File: src/rtl/pe_noc_interface.sv
// PE-side network interface: TX flit builder/FIFO toward the switch, RX payload FIFO from the switch.
// Optional macro NI_RX_DEST_CHECK_EN discards RX arrivals not addressed to this node.

module ni_fifo #(
  parameter int width = 8,
  parameter int depth = 4
) (
  input  logic               clk,
  input  logic               rst,
  input  logic               push,
  input  logic [width-1:0]   wr_data,
  input  logic               pop,
  output logic [width-1:0]   head,
  output logic [$clog2(depth):0] count
);

  localparam int aw = $clog2(depth);

  logic [width-1:0] mem_reg [depth];
  logic [aw-1:0]    wr_ptr_reg, wr_ptr_next;
  logic [aw-1:0]    rd_ptr_reg, rd_ptr_next;
  logic [aw:0]      count_reg, count_next;

  // Callers qualify push/pop, so no full/empty guarding is repeated here.
  always_comb begin
    wr_ptr_next = wr_ptr_reg;
    rd_ptr_next = rd_ptr_reg;
    count_next  = count_reg;
    if (push) wr_ptr_next = wr_ptr_reg + 1'b1;
    if (pop)  rd_ptr_next = rd_ptr_reg + 1'b1;
    case ({push, pop})
      2'b10:   count_next = count_reg + 1'b1;
      2'b01:   count_next = count_reg - 1'b1;
      default: count_next = count_reg;
    endcase
  end

  always_ff @(posedge clk or posedge rst) begin
    if (rst) begin
      wr_ptr_reg <= '0;
      rd_ptr_reg <= '0;
      count_reg  <= '0;
    end else begin
      wr_ptr_reg <= wr_ptr_next;
      rd_ptr_reg <= rd_ptr_next;
      count_reg  <= count_next;
    end
  end

  always_ff @(posedge clk) begin
    if (push) mem_reg[wr_ptr_reg] <= wr_data;
  end

  assign head  = mem_reg[rd_ptr_reg];
  assign count = count_reg;

endmodule

module pe_noc_interface #(
  parameter int x_coord     = 0,
  parameter int y_coord     = 0,
  parameter int data_width  = 32,
  parameter int x_size      = 1,
  parameter int y_size      = 1,
  parameter int total_width = x_size + y_size + data_width,
  parameter int tx_depth    = 4,
  parameter int rx_depth    = 4
) (
  input  logic                       clk,
  input  logic                       rst,
  input  logic                       i_pe_valid,
  output logic                       o_pe_ready,
  input  logic [data_width-1:0]      i_pe_data,
  input  logic [x_size-1:0]          i_pe_dest_x,
  input  logic [y_size-1:0]          i_pe_dest_y,
  output logic                       o_noc_valid,
  input  logic                       i_noc_ready,
  output logic [total_width-1:0]     o_noc_data,
  input  logic                       i_noc_valid,
  input  logic [total_width-1:0]     i_noc_data,
  output logic                       o_pe_valid,
  input  logic                       i_pe_ready,
  output logic [data_width-1:0]      o_pe_data,
  output logic [$clog2(tx_depth):0]  o_tx_count,
  output logic [$clog2(rx_depth):0]  o_rx_count,
  output logic [15:0]                o_drop_count,
  output logic                       o_overflow
);

  localparam int tx_cw = $clog2(tx_depth) + 1;
  localparam int rx_cw = $clog2(rx_depth) + 1;
  localparam int coord_w = x_size + y_size;
  localparam logic [coord_w-1:0] local_coord = {y_size'(y_coord), x_size'(x_coord)};

  logic                   tx_push, tx_pop;
  logic [total_width-1:0] tx_flit, tx_head;
  logic [tx_cw-1:0]       tx_count;

  logic                   rx_local, rx_accept, rx_pop, rx_drop;
  logic [data_width-1:0]  rx_head;
  logic [rx_cw-1:0]       rx_count;

  logic [15:0]            drop_count_reg, drop_count_next;
  logic                   overflow_reg, overflow_next;

  // TX: build {data, dest_y, dest_x} and drain under valid/ready.
  assign tx_flit     = {i_pe_data, i_pe_dest_y, i_pe_dest_x};
  assign o_pe_ready  = (tx_count != tx_cw'(tx_depth));
  assign tx_push     = i_pe_valid & o_pe_ready;
  assign o_noc_valid = (tx_count != '0);
  assign tx_pop      = o_noc_valid & i_noc_ready;
  assign o_noc_data  = o_noc_valid ? tx_head : '0;

  ni_fifo #(
    .width (total_width),
    .depth (tx_depth)
  ) u_tx_fifo (
    .clk     (clk),
    .rst     (rst),
    .push    (tx_push),
    .wr_data (tx_flit),
    .pop     (tx_pop),
    .head    (tx_head),
    .count   (tx_count)
  );

`ifdef NI_RX_DEST_CHECK_EN
  assign rx_local = (i_noc_data[coord_w-1:0] == local_coord);
`else
  logic unused_rx_coord;
  assign unused_rx_coord = ^{i_noc_data[coord_w-1:0], local_coord};
  assign rx_local = 1'b1;
`endif

  // RX has no backpressure: a full FIFO still accepts if the PE frees a slot this cycle.
  assign o_pe_valid = (rx_count != '0);
  assign rx_pop     = o_pe_valid & i_pe_ready;
  assign rx_accept  = i_noc_valid & rx_local & ((rx_count != rx_cw'(rx_depth)) | rx_pop);
  assign rx_drop    = i_noc_valid & ~rx_accept;
  assign o_pe_data  = o_pe_valid ? rx_head : '0;

  ni_fifo #(
    .width (data_width),
    .depth (rx_depth)
  ) u_rx_fifo (
    .clk     (clk),
    .rst     (rst),
    .push    (rx_accept),
    .wr_data (i_noc_data[total_width-1:coord_w]),
    .pop     (rx_pop),
    .head    (rx_head),
    .count   (rx_count)
  );

  always_comb begin
    drop_count_next = drop_count_reg;
    overflow_next   = overflow_reg;
    if (rx_drop) begin
      overflow_next = 1'b1;
      if (drop_count_reg != 16'hFFFF) drop_count_next = drop_count_reg + 16'd1;
    end
  end

  always_ff @(posedge clk or posedge rst) begin
    if (rst) begin
      drop_count_reg <= '0;
      overflow_reg   <= 1'b0;
    end else begin
      drop_count_reg <= drop_count_next;
      overflow_reg   <= overflow_next;
    end
  end

  assign o_tx_count   = tx_count;
  assign o_rx_count   = rx_count;
  assign o_drop_count = drop_count_reg;
  assign o_overflow   = overflow_reg;

endmodule
File: config.mk
export PLATFORM = sky130hd
export DESIGN_NAME = pe_noc_interface
export DESIGN_NICKNAME = d
export VERILOG_FILES = /design/src/rtl/pe_noc_interface.sv
export SDC_FILE = /design/constraint.sdc
export NUM_CORES = 1
export LEC_CHECK = 0
export CORE_UTILIZATION = 44
export CTS_BUF_LIST = sky130_fd_sc_hd__clkbuf_4 sky130_fd_sc_hd__clkbuf_8
export CTS_CLUSTER_DIAMETER = 100
export CTS_CLUSTER_SIZE = 14
export DETAILED_ROUTE_END_ITERATION = 10
export GPL_TIMING_DRIVEN = 0
export PLACE_DENSITY = 0.67
export SETUP_SLACK_MARGIN = 0.4
export SLEW_MARGIN = 40
export SYNTH_ARGS = -nofsm -noshare
export SYNTH_HDL_FRONTEND = slang
export SYNTH_SLANG_ARGS = --single-unit
File: constraint.sdc
create_clock -name clk -period 2.2 [get_ports clk]
set_input_delay 0.44 -clock clk [delete_from_list [all_inputs] [get_ports clk]]
set_output_delay 0.44 -clock clk [all_outputs]
set_load 0.005 [all_outputs]
==> reports/results.ini <==
[setup_path]
arrival_ns = 2.18
crit_path_top_delay_cell = mux4_2
rr_startpoint = u_rx_fifo.count[2]
cp-end-kind = primary output
cp_max_fo = 5
path_cells = buf_12 -> buf_12 -> buf_6 -> buf_12 -> mux4_2 -> and2_4 -> buf_6
startpoint_type = flip-flop
r2r_setup_slack_ns = 0.08
r2r-end = u_rx_fifo.count[1]
slowest_delay_ns = 0.43
reg2reg_depth = 8
worst_path_most_repeated_cell = buf_12
path_class = flip-flop to primary output
worstPathRequired_ns = 1.76

[layout]
layout_commonest_cell = edfxtp_1
antenna_cells = 0
final_nets = 978
largest_reg_flops = 136
synthToLayoutAreaGrowth_pct = 38.09
final_cell_mix = edfxtp_1, buf_6, and2_4, clkdlybuf4s50_1, mux4_2
fillers = 1854
post-route-util_pct = 61.95
drive_above_1_share_pct = 48.46

[cts]
h-tree-depth = 1
numCtsBuffers = 25
clock_path_buffers = 3
cts_tree = done
cts.sinks = 295
path_clk_slew_ns = 0.09
worstSkewPairLatency_ns = 0.56
cts-root-buf = clkbuf_8
hold_buffers = 0

[route]
vias = 6538
detail_route.wl_per_cell_microns = 21.58
drt_iter0_markers = 416
routed_wl_microns = 26870
drc_errors = 26
viasPerCell = 5.251
ant_nets = 0
drtPass1Iterations = 8

[grt]
grtUsageMet2_pct = 35.45
groute.usage.overall_pct = 19.53
grt_max_degree = 35
met1_usage_pct = 22.84
overflow = 0
grt_pass1_wl_microns = 39520
grt.busiest_layer = met2
grtUsageMet3_pct = 4.296
grt_antenna_before_repair = 1
grt_pass1_vias = 7041

[synth]
ys_warn_count = 0
synth_cells = 588
synth-async-reset-ratio_pct = 10.51
synth_top_family_by_area = multiplexers
synth_edf_count = 264
synth_xor_area_share_pct = 1.793
synth_area_leaders = edfxtp_1, mux4_2, dfrtp_1
synth_top_flop_cell = edfxtp_1
synth_mux_area_share_pct = 12.96
yosysSeqAreaShare_pct = 74.24
synth-simple-area-share_pct = 7.257
synth_seq_cells = 295
synthAdderAreaFrac_pct = 1.409
syn_area_sq_um = 11720
yosys.area.top_type = edfxtp_1
synth.distinct_cells = 40
synth_compound_area_share_pct = 0.8538
synth_top_cell_area_share_pct = 67.62
synth_nets = 674
syn_avg_cell_area_sq_um = 19.94

[timing]
worst_pin_slew_ns = 0.7193
setup_violations = 68
fmax_mhz = 382.0
slew_headroom_pct = 51.98
hold_viol_final = 0
final.setup_skew_ns = 0.02246
layout_setup_ws_ns = -0.4176
slew_viol_final = 0
period_needed_ns = 2.618
rsz0062_at_grt = true
period_share_pct = 119.0

[pwr]
peakVddDrop_mv = 0.8446
power_mw = 21.75
p_leak_nw = 6.030
powerDensity_nw_per_um2 = 1343

[placement]
place_congestion = 0.8124
dp_hpwl_microns = 14370
port_buffers = 161

[run_status]
outcome = complete, but fails checks
violations = DRC, setup timing

[worst_hold_path]
hold_path_end = u_rx_fifo.rd_ptr_reg[0]
hold_start = i_pe_ready
whs_path_depth = 3
hold_path_class = primary input to flip-flop

[floorplan]
die_area_sq_um = 27300
rows = 59
fp.dieH_microns = 165.2
core_sq_um = 26130
io_pins = 166
die_w_microns = 165.2
start_util_pct = 44.86

[run]
cap_violations = 0

[cells in the mapped netlist (3+ instances only)]
| library cell | n |
|---|---|
| a21oi_1 | 4 |
| buf_2 | 11 |
| ha_1 | 10 |
| edfxtp_1 | 264 |
| nand4_1 | 6 |
| and2_1 | 74 |
| nor2_1 | 6 |
| xnor2_1 | 12 |
| nor4_4 | 3 |
| and3_1 | 6 |
| inv_1 | 16 |
| nand3_1 | 9 |
| o21ai_0 | 5 |
| nor3_1 | 4 |
| clkbuf_1 | 14 |
| xor2_1 | 12 |
| dfrtp_1 | 31 |
| mux4_2 | 66 |
| nand2_1 | 6 |
[timing repair]
action                     CTS  global route
buffers inserted            74            19
pin swaps                   87            32
gates cloned                23             0
resized for setup          531            72
setup endpoints to repair  224           200
[final cells by class]
cell class	count	area [sq um]	area share, %
inverters	16	67.56	0.4173
well taps	335	419.2	2.589
flip-flops and latches	295	8717	53.84
clock buffers	44	486.7	3.006
repair buffers	264	2808	17.34
multi-input cells	264	3268	20.19
clock inverters	1	16.27	0.1005
plain buffers	26	406.6	2.512
[layer usage]
metal  part of all wire [%]  up-vias
met4                    2.4        2
met2                     52      220
met3                    6.8       44
met1                     38     3338
met5                  0.048        -
li1                       -     2934
[per-stage QoR]
| stage | cell area, sq um | hold slack (ns) | setup slack [ns] | std cells | TNS (ns) |
|---|---|---|---|---|---|
| 2_1_floorplan | 11830 | 0.4590 | 0.1035 | 588 | 0 |
| 3_3_place_gp | 13860 | 0.4547 | -0.4454 | 1084 | -20.59 |
| 3_5_place_dp | 13880 | 0.4566 | -0.4498 | 1084 | -17.40 |
| 4_1_cts | 15760 | 0.2040 | -0.4484 | 1226 | -22.87 |
| 5_1_grt | 16190 | 0.2150 | -0.4916 | 1245 | -27.33 |
| 6_report | 16190 | 0.2477 | -0.4176 | 1245 | -22.25 |
[worst max-delay path by stage]
stage                                 start            endpoint  slack, ns  depth (start not counted)
floorplan                u_rx_fifo.count[0]  u_rx_fifo.count[1]       0.10                          8
global placement    u_rx_fifo.rd_ptr_reg[1]       o_pe_data[15]      -0.45                          5
detailed placement  u_rx_fifo.rd_ptr_reg[1]       o_pe_data[15]      -0.45                          5
CTS                 u_rx_fifo.rd_ptr_reg[0]        o_pe_data[6]      -0.45                          7
global route        u_rx_fifo.rd_ptr_reg[0]        o_pe_data[6]      -0.49                          7
finish              u_rx_fifo.rd_ptr_reg[0]       o_pe_data[19]      -0.42                          7
[power by group]
group | switching, mW | internal [mW]
clock network | 1.71 | 1.40
logic | 4.17 | 6.84
registers | 0.292 | 7.34
[cells by family after synthesis]
logic type      count (synthesis)
fa+ha+maj                      12
compound gates                 16
simple gates                  130
flops                         295
xor+xnor                       24
buf+inv                        42
mux                            69
[critical path: cells and delay by family, from the launching register on]
family | cells | cell delay [ns]
AND/OR/NAND/NOR | 1 | 0.17
multiplexers | 1 | 0.43
flip-flops | 1 | 0.40
buffers and inverters | 5 | 0.62
Power figures use the tool's default switching activity.
